==> src/rtl/uart_tx_dev.sv <==
`default_nettype none
// +----------------------------------------------------------------------------+
// | Module      : uart_tx_dev                                                  |
// | Description : Memory-mapped 8N1 UART transmitter for a SouthBridge device  |
// |               slot. The CPU pushes bytes into a DEPTH-entry FIFO; the FSM  |
// |               serialises them LSB first on TxD at DIVISOR clocks per bit.  |
// |               IRQ is a level request raised once the transmitter drains.   |
// | Ports       : clk   - system clock, rising edge                            |
// |               reset - asynchronous, active-low reset                       |
// |               Addr  - byte address, Addr[3:2] selects the register         |
// |               WE    - one-cycle write strobe                               |
// |               Din   - write data                                           |
// |               Dout  - read data, combinational from Addr[3:2]              |
// |               IRQ   - IRQ_EN & FIFO empty & FSM idle                       |
// |               TxD   - serial output, idle high                             |
// | Revision    : 1.0 - initial release                                        |
// +----------------------------------------------------------------------------+
module uart_tx_dev #(
   parameter int DEPTH       = 8,
   parameter int DEFAULT_DIV = 16
) (
   input  logic        clk,
   input  logic        reset,
   input  logic [31:0] Addr,
   input  logic        WE,
   input  logic [31:0] Din,
   output logic [31:0] Dout,
   output logic        IRQ,
   output logic        TxD
);

   localparam int          c_ptr_w   = (DEPTH > 1) ? $clog2(DEPTH) : 1;
   localparam logic [4:0]  c_depth   = 5'(DEPTH);
   localparam logic [c_ptr_w-1:0] c_ptr_one = c_ptr_w'(1);

   localparam logic [1:0]  c_reg_data   = 2'd0;
   localparam logic [1:0]  c_reg_status = 2'd1;
   localparam logic [1:0]  c_reg_ctrl   = 2'd2;
   localparam logic [1:0]  c_reg_div    = 2'd3;

   localparam logic [1:0]  c_st_idle  = 2'd0;
   localparam logic [1:0]  c_st_start = 2'd1;
   localparam logic [1:0]  c_st_data  = 2'd2;
   localparam logic [1:0]  c_st_stop  = 2'd3;

   // Registered state
   logic [7:0]          r_mem [DEPTH];
   logic [c_ptr_w-1:0]  r_wr_ptr;
   logic [c_ptr_w-1:0]  r_rd_ptr;
   logic [4:0]          r_count;
   logic                r_ovf;
   logic [1:0]          r_ctrl;
   logic [15:0]         r_divisor;
   logic [1:0]          r_state;
   logic [7:0]          r_shift;
   logic [2:0]          r_bit_cnt;
   logic [15:0]         r_baud;
   logic [15:0]         r_div_lat;
   logic                r_txd;

   // Combinational
   logic [1:0]          w_sel;
   logic                w_push_req;
   logic                w_push;
   logic                w_pop;
   logic                w_empty;
   logic                w_full;
   logic                w_busy;
   logic                w_can_start;
   logic                w_baud_end;
   logic [15:0]         w_div_eff;
   logic [7:0]          w_head;
   logic [1:0]          w_state_nxt;
   logic [7:0]          w_shift_nxt;
   logic                w_txd_nxt;
   logic                w_unused;

   assign w_sel       = Addr[3:2];
   assign w_push_req  = WE && (w_sel == c_reg_data);
   assign w_empty     = (r_count == 5'd0);
   assign w_full      = (r_count == c_depth);
   assign w_busy      = (r_state != c_st_idle);
   assign w_can_start = r_ctrl[0] && !w_empty;
   assign w_baud_end  = (r_baud == (r_div_lat - 16'd1));
   assign w_div_eff   = (r_divisor == 16'd0) ? 16'd1 : r_divisor;
   assign w_head      = r_mem[r_rd_ptr];

   // A full FIFO still accepts a byte when the FSM frees a slot the same edge.
   // An empty FIFO never pops, so a push into it is always accepted.
   assign w_push      = w_push_req && (!w_full || w_pop);

   assign w_unused    = &{1'b0, Addr[31:4], Addr[1:0], Din[31:16]};

   // Next-state logic; pops happen only on leaving IDLE or at the end of STOP.
   always_comb begin
      w_state_nxt = r_state;
      w_pop       = 1'b0;
      case (r_state)
         c_st_idle: begin
            if (w_can_start) begin
               w_pop       = 1'b1;
               w_state_nxt = c_st_start;
            end
         end
         c_st_start: begin
            if (w_baud_end) w_state_nxt = c_st_data;
         end
         c_st_data: begin
            if (w_baud_end && (r_bit_cnt == 3'd7)) w_state_nxt = c_st_stop;
         end
         c_st_stop: begin
            if (w_baud_end) begin
               if (w_can_start) begin
                  w_pop       = 1'b1;
                  w_state_nxt = c_st_start;
               end else begin
                  w_state_nxt = c_st_idle;
               end
            end
         end
         default: w_state_nxt = c_st_idle;
      endcase
   end

   always_comb begin
      w_shift_nxt = r_shift;
      if (w_pop) begin
         w_shift_nxt = w_head;
      end else if ((r_state == c_st_data) && w_baud_end) begin
         w_shift_nxt = {1'b0, r_shift[7:1]};
      end
   end

   // TxD is registered from the next state so the line never glitches.
   always_comb begin
      case (w_state_nxt)
         c_st_start: w_txd_nxt = 1'b0;
         c_st_data:  w_txd_nxt = w_shift_nxt[0];
         default:    w_txd_nxt = 1'b1;
      endcase
   end

   // FIFO storage carries no reset; validity is tracked by the pointers/count.
   always_ff @(posedge clk) begin
      if (w_push) r_mem[r_wr_ptr] <= Din[7:0];
   end

   always_ff @(posedge clk or negedge reset) begin
      if (!reset) begin
         r_wr_ptr  <= '0;
         r_rd_ptr  <= '0;
         r_count   <= 5'd0;
         r_ovf     <= 1'b0;
         r_ctrl    <= 2'b00;
         r_divisor <= 16'(DEFAULT_DIV);
         r_state   <= c_st_idle;
         r_shift   <= 8'h00;
         r_bit_cnt <= 3'd0;
         r_baud    <= 16'd0;
         r_div_lat <= 16'd1;
         r_txd     <= 1'b1;
      end else begin
         r_state <= w_state_nxt;
         r_shift <= w_shift_nxt;
         r_txd   <= w_txd_nxt;

         if (w_push) r_wr_ptr <= r_wr_ptr + c_ptr_one;
         if (w_pop)  r_rd_ptr <= r_rd_ptr + c_ptr_one;

         case ({w_push, w_pop})
            2'b10:   r_count <= r_count + 5'd1;
            2'b01:   r_count <= r_count - 5'd1;
            default: r_count <= r_count;
         endcase

         if (WE && (w_sel == c_reg_status)) begin
            r_ovf <= 1'b0;
         end else if (w_push_req && !w_push) begin
            r_ovf <= 1'b1;
         end

         if (WE && (w_sel == c_reg_ctrl)) r_ctrl    <= Din[1:0];
         if (WE && (w_sel == c_reg_div))  r_divisor <= Din[15:0];

         // The bit period is captured per frame so DIVISOR writes mid-frame
         // only affect the following frame.
         if (w_pop) begin
            r_div_lat <= w_div_eff;
            r_baud    <= 16'd0;
            r_bit_cnt <= 3'd0;
         end else if (w_busy) begin
            if (w_baud_end) begin
               r_baud <= 16'd0;
               if (r_state == c_st_data) r_bit_cnt <= r_bit_cnt + 3'd1;
            end else begin
               r_baud <= r_baud + 16'd1;
            end
         end
      end
   end

   always_comb begin
      case (w_sel)
         c_reg_status: Dout = {23'd0, r_count, r_ovf, w_empty, w_full, w_busy};
         c_reg_ctrl:   Dout = {30'd0, r_ctrl};
         c_reg_div:    Dout = {16'd0, r_divisor};
         default:      Dout = 32'd0;
      endcase
   end

   assign IRQ = r_ctrl[1] & w_empty & (r_state == c_st_idle);
   assign TxD = r_txd;

endmodule
`default_nettype wire

==> config.mk <==
export PLATFORM = sky130hd
export DESIGN_NAME = uart_tx_dev
export DESIGN_NICKNAME = d
export VERILOG_FILES = /design/src/rtl/uart_tx_dev.sv
export SDC_FILE = /design/constraint.sdc
export NUM_CORES = 1
export LEC_CHECK = 0
export BUFFER_PORTS_ARGS = -buffer_cell sky130_fd_sc_hd__clkbuf_2
export CAP_MARGIN = 30
export CORE_ASPECT_RATIO = 2
export CORE_MARGIN = 1.5
export CORE_UTILIZATION = 34
export CTS_BUF_LIST = sky130_fd_sc_hd__clkbuf_8
export DETAILED_ROUTE_END_ITERATION = 16
export SYNTH_ARGS = -nofsm -noshare
export SYNTH_HDL_FRONTEND = slang
export SYNTH_SLANG_ARGS = --single-unit
==> constraint.sdc <==
create_clock -name clk -period 11 [get_ports clk]
set_input_delay 1.65 -clock clk [delete_from_list [all_inputs] [get_ports clk]]
set_output_delay 1.65 -clock clk [all_outputs]
set_load 0.01 [all_outputs]
### Word level (Yosys, flattened, before mapping)

Memories as Yosys holds them, arrays and structs flattened.
Index checks and enable logic that the tools add are counted.
Widths: inputs -> output; s select.

* logic and storage cells: 87
* bits in registers: 76
* output and inout port bits: 34
* memories kept: 1
* memory bits (writable): 64

* bitwise logic cells: 2
* equal/unequal tests: 13
* reduce and logical (&&, ||, !) cells: 25
* add/subtract/negate cells: 7
* multiplexer cells: 26

Memories
* r_mem: words 8, bits a word 8, read ports 1, clocked after Yosys merged registers in 0, wr ports 1, RTL line 47 `logic [7:0] r_mem [DEPTH];`

Operators by type and width (count)
* $mux 16: 4
* $pmux 16 s3: 1
* $add 16x1->16 const B: 1
* $eq 16x16->1: 1
* $logic_not 16->1: 1
* $mux 8: 2
* $sub 16x1->16 const B: 1
* $reduce_bool 2->1: 7
* $eq 2x2->1 const B: 6
* $mux 3: 4
* $pmux 5 s2: 1
* $add 3x1->3 const B: 3
* $logic_and 1x1->1: 9
* $eq 2x1->1 const B: 4
* $mux 2: 4
* $pmux 2 s4: 1
* $mux 1: 7
* $add 5x1->5 const B: 1
* $eq 5x4->1 const B: 1
* $logic_not 5->1: 1
* $sub 5x1->5 const B: 1
* $logic_not 2->1: 2
* $pmux 1 s2: 2
* $eq 3x3->1 const B: 1
* 4 further kinds: 7

### Longest topological paths before layout

* word-level depth: 12
* depth in mapped cells: 17
* gate-level depth less buffers: 16

### Least setup slack after synthesis

Ideal clock, no wire load.

* path type: input to output
* start point: in Addr[3]
* end point: out Dout[0]
* path buffers: 2
* required time: 9.350 ns
* data arrival time: 2.572 ns
* path slack: 6.778 ns
* cell stages on the path: 4
* cells stage by stage: buf_1 clkbuf_1 o21ai_0 a22o_1

* cells in the longest elaborated chain, start to end: 2
* elaborated cells between the ends (all ways): 4
* those cells by class: eq/ne: 3; mux: 1

RTL lines
* start, declared: RTL line 24 `input logic [31:0] Addr,`
* $eq 2x2->1 / $eq 2x1->1 (equally long branches): RTL line 203 `case (w_sel)`
* $pmux 16 s3 *: RTL line 203
* end, declared: RTL line 27 `output logic [31:0] Dout,`

Every way passes the cells marked *; elsewhere a longest branch is shown, timed or not.

### Worst setup path after layout

* start point: reg r_div_lat[1]
* end point: reg r_count[4]

* cells in the longest elaborated chain, start to end: 8
* elaborated cells between the ends (all ways): 10
* those cells by class: add/sub: 1; eq/ne: 3; mux: 3; reduce/logical: 3

RTL lines
* start, declared: RTL line 58 `logic [15:0] r_div_lat;`
* start signal, assigned: RTL line 188 `r_div_lat <= w_div_eff;`
* $sub 16x1->16 *: RTL line 84 `assign w_baud_end = (r_baud == (r_div_lat - 16'd1));`
* $eq 16x16->1 *: RTL line 84
* $mux 1 *: RTL line 112 `if (w_baud_end) begin`
* $pmux 1 s2 *: RTL line 98 `case (r_state)`
* $logic_or 1x1->1: RTL line 90 `assign w_push = w_push_req && (!w_full || w_pop);`
* $logic_and 1x1->1: RTL line 90
* $eq 2x1->1 / $eq 2x2->1 (equally long branches): RTL line 170 `case ({w_push, w_pop})`
* $pmux 5 s2 / $reduce_bool 2->1 (equally long branches)
* end signal, assigned: RTL line 171 `2'b10: r_count <= r_count + 5'd1;`
* end signal, assigned: RTL line 172 `2'b01: r_count <= r_count - 5'd1;`
* end signal, assigned: RTL line 173 `default: r_count <= r_count;`
* end, declared: RTL line 50 `logic [4:0] r_count;`

Marked as above.
A chain may end at the register's enable or synchronous reset.

==> metrics.txt <==
post-DR wirelength/cell=18.10 µm; CP startpoint=r_div_lat[1]; FMAX=~0.23 GHz; first-pass iteration count of the detailed router=4; top cell type's share of synthesized area=27.69%; CTS clk-pin slew, worst paths=around 0.10 ns; Slew HR=a little over a third; slowest stage delay, CP=0.62 ns; nets=662; die width=104.0 µm; RSZ-0062 raised after global routing=no; Sequential Area=0.003827 mm²; Layout Area Growth over Synthesis=11.54%; Synth Flop Type=dfrtp_1; cells after synthesis=540; crit path cell chain=inv_1 -> ha_1 -> or4b_1 -> o21ai_1 -> o31ai_1 -> o22ai_1 -> nand4_2 -> o31ai_4 -> buf_4 -> nand2_1 -> inv_1 -> ha_1 -> nor2b_1 -> o21a_1 -> o21ai_0 -> o32ai_2 -> xor2_1; CTS tree=yes; fin. max-slew vios=0; sequential share of the synthesized area=55.14%; top cells by area, synth=edfxtp_1 (28%), dfrtp_1 (26%), mux4_2 (5.2%), mux2_2 (4.9%), mux2i_1 (3.7%); Leakage=roughly 0.0031 µW; initial core utilization=34.86%; vias per cell=5.138; Die Y=~210 µm; Clock Skews=0.01991 ns; # DRC=0; cts bufs inserted=17; Tmin final=between 4 and 5 ns; maximum vdd ir drop=0.09322 mV; CTS Hold Bufs=0; clk sinks=140; actual slew at the worst max-slew pin=0.9782 ns; deepest clock path buffer count=2; ANT nets after route=0; Pwr Density=between 200 and 250 mW/mm²; fin crit share=39.76%; Final Hold Fails=0; initial antenna violation count=0; crit path DAT=between 4 and 5 ns; Mapped Area=0.006942 mm²; R2R cell count=17; GR Util All Layers=15.43%; worst-skew pair later-pin latency=0.45 ns; synth warn=0; vias in the first global route=4695; post-DP HPWL=11620 µm; Max H-tree Level=4; DR iter-0 viols=roughly 150; Std-Cell Rows=73; setup TNS=0 ns; grt total ovfl=0; CP max-delay cell=or4b_1; Async SR Flop Fraction=54.29%; reg-to-reg slack, setup=between 6 and 7 ns; CP Max Fanout=32; crit path to=r_count[4]; Post-CTS Setup Inserts=0; worst r2r dst=r_count[4]; via count=4393; final RePlAce weighted congestion=around 0.89; Worst setup SP type=register; outcome=finished clean; die area=0.02133 mm²; first-pass GRT wire length=approximately 25000 µm; CORE AREA=0.01991 mm²; max-cap check violation count=0; Post-synth EDFFs=64; area leader, netlist=edfxtp_1; share of layout cells above drive strength 1=a little under a quarter; critical path class=register to register; required time worst endpoint=11.32 ns; flops & latches, synth=140; # port buffers=38; largest net degree at the start of global routing=77; DRT Wirelength=15470 µm; Critical Path Sink Type=register; post-synthesis area per instance=12.85 µm²; Worst R2R Start=r_div_lat[1]; # IOs=101; Total Power Consumption=1742 µW; Cell variety after synth=65; Worst Hold Class=register to register; post-CTS sizing=0; setup violators final=0; Multi-input gate area=about 0.0029 mm²; Layout fillers=1958; Root Buffer=clkbuf_8; ANT cells=0
[registers in the layout, indices dropped and copies added, names as in the netlist]
register / flops
r_mem: 64
r_baud: 16
r_ovf: 1
r_shift: 8
r_div_lat: 16
r_wr_ptr: 3
r_ctrl: 2
r_state: 2
r_divisor: 16
r_rd_ptr: 3
r_bit_cnt: 3
r_count: 5
TxD: 1
[per-stage QoR]
step | utilization [%] | instance area (µm²) | cells | hold slack (ns) | worst slack, ns
after floorplan | - | 6998 | 555 | 0.4634 | 6.778
after detailed placement | 36.84 | 7336 | 822 | 0.4927 | 6.654
after CTS | 38.75 | 7715 | 854 | 0.5117 | 6.632
after global routing | 38.88 | 7742 | 855 | 0.5372 | 6.293
after global placement | 36.84 | 7336 | 822 | 0.4892 | 6.681
final | 38.88 | 7742 | 855 | 0.5059 | 6.626
[cell families (layout without fill, tap and decap cells)]
logic type                 count (synthesis)  after routing  synth area share (%)
xor gates and xnor gates                  34             34                 4.290
adders and majority gates                 15             15                 2.812
and+or+nand+nor                          143            143                 11.70
other                                      1             16               0.05402
muxes                                     77             77                 14.78
DFF                                      140            140                 55.14
AOI/OAI and AO/OA                         76             76                 7.192
buffers and inverters                     54             92                 4.037
[cell usage after synthesis, types with 3 or more instances]
library cell,instances
a21oi_1,8
a22o_1,4
a31oi_1,3
and3_1,16
buf_1,4
buf_2,5
buf_4,17
clkbuf_1,11
dfrtp_1,73
dfstp_2,3
edfxtp_1,64
ha_1,14
inv_1,15
mux2_1,4
mux2_2,30
mux2i_1,26
mux4_2,16
nand2_1,28
nand2b_1,9
nand3_1,12
nor2_1,28
nor2b_1,13
nor3_1,9
nor3b_2,3
nor4_1,5
o21ai_0,38
o31ai_1,6
xnor2_1,15
xor2_1,19
[routing by layer]
layer  track usage [%]  up-vias  wire length (µm)
met2             31.01       96              9056
met5                 0        -                 0
li1                  -     2027                 -
met4             8.681        0               593
met3             3.054       37               444
met1             14.02     2233              5378
[area by class of cell]
type,instances,area share [%]
well taps,262,4.234
clock inverters,14,1.697
flip-flops and latches,140,49.43
clock buffers,18,3.200
inverters,16,0.7757
repair buffers,44,3.329
multi-input cells,361,37.33
[worst min-delay path by stage]
stage                       from           end  slack, ns  cells past startpoint
floorplan             r_count[4]    r_count[4]       0.46                      1
global placement    r_bit_cnt[2]  r_bit_cnt[2]       0.49                      1
detailed placement  r_bit_cnt[1]  r_bit_cnt[1]       0.49                      1
CTS                  r_wr_ptr[2]   r_wr_ptr[2]       0.51                      1
global route          r_shift[7]    r_shift[7]       0.54                      1
finish              r_bit_cnt[1]  r_bit_cnt[1]       0.51                      1
[cell usage in the layout (no fill, tap or decap), drive strengths merged, types with 10 or more instances in the layout]
master  count
and3       16
clkbuf     55
conb       16
dfrtp      73
edfxtp     64
ha         14
inv        24
mux2       34
mux2i      27
mux4       16
nand2      28
nand2b     10
nand3      13
nor2       28
nor2b      13
nor3       11
o21ai      39
xnor2      15
xor2       19
[power breakdown]
part           switching [µW]  internal (µW)  leakage [µW]
Clock                     214            189      0.000191
Combinational             297            269       0.00141
Sequential                125            648       0.00152
[critical path, delay by kind of cell (launching register included)]
| kind | cells | cell delay [ns] |
|---|---|---|
| AOI/OAI and AO/OA | 7 | 1.32 |
| adders and majority gates | 2 | 0.52 |
| and+or+nand+nor | 4 | 1.19 |
| buffers and inverters | 3 | 0.65 |
| xor gates and xnor gates | 1 | 0.16 |
| DFF | 1 | 0.39 |
(Power assumes the default switching activity.)
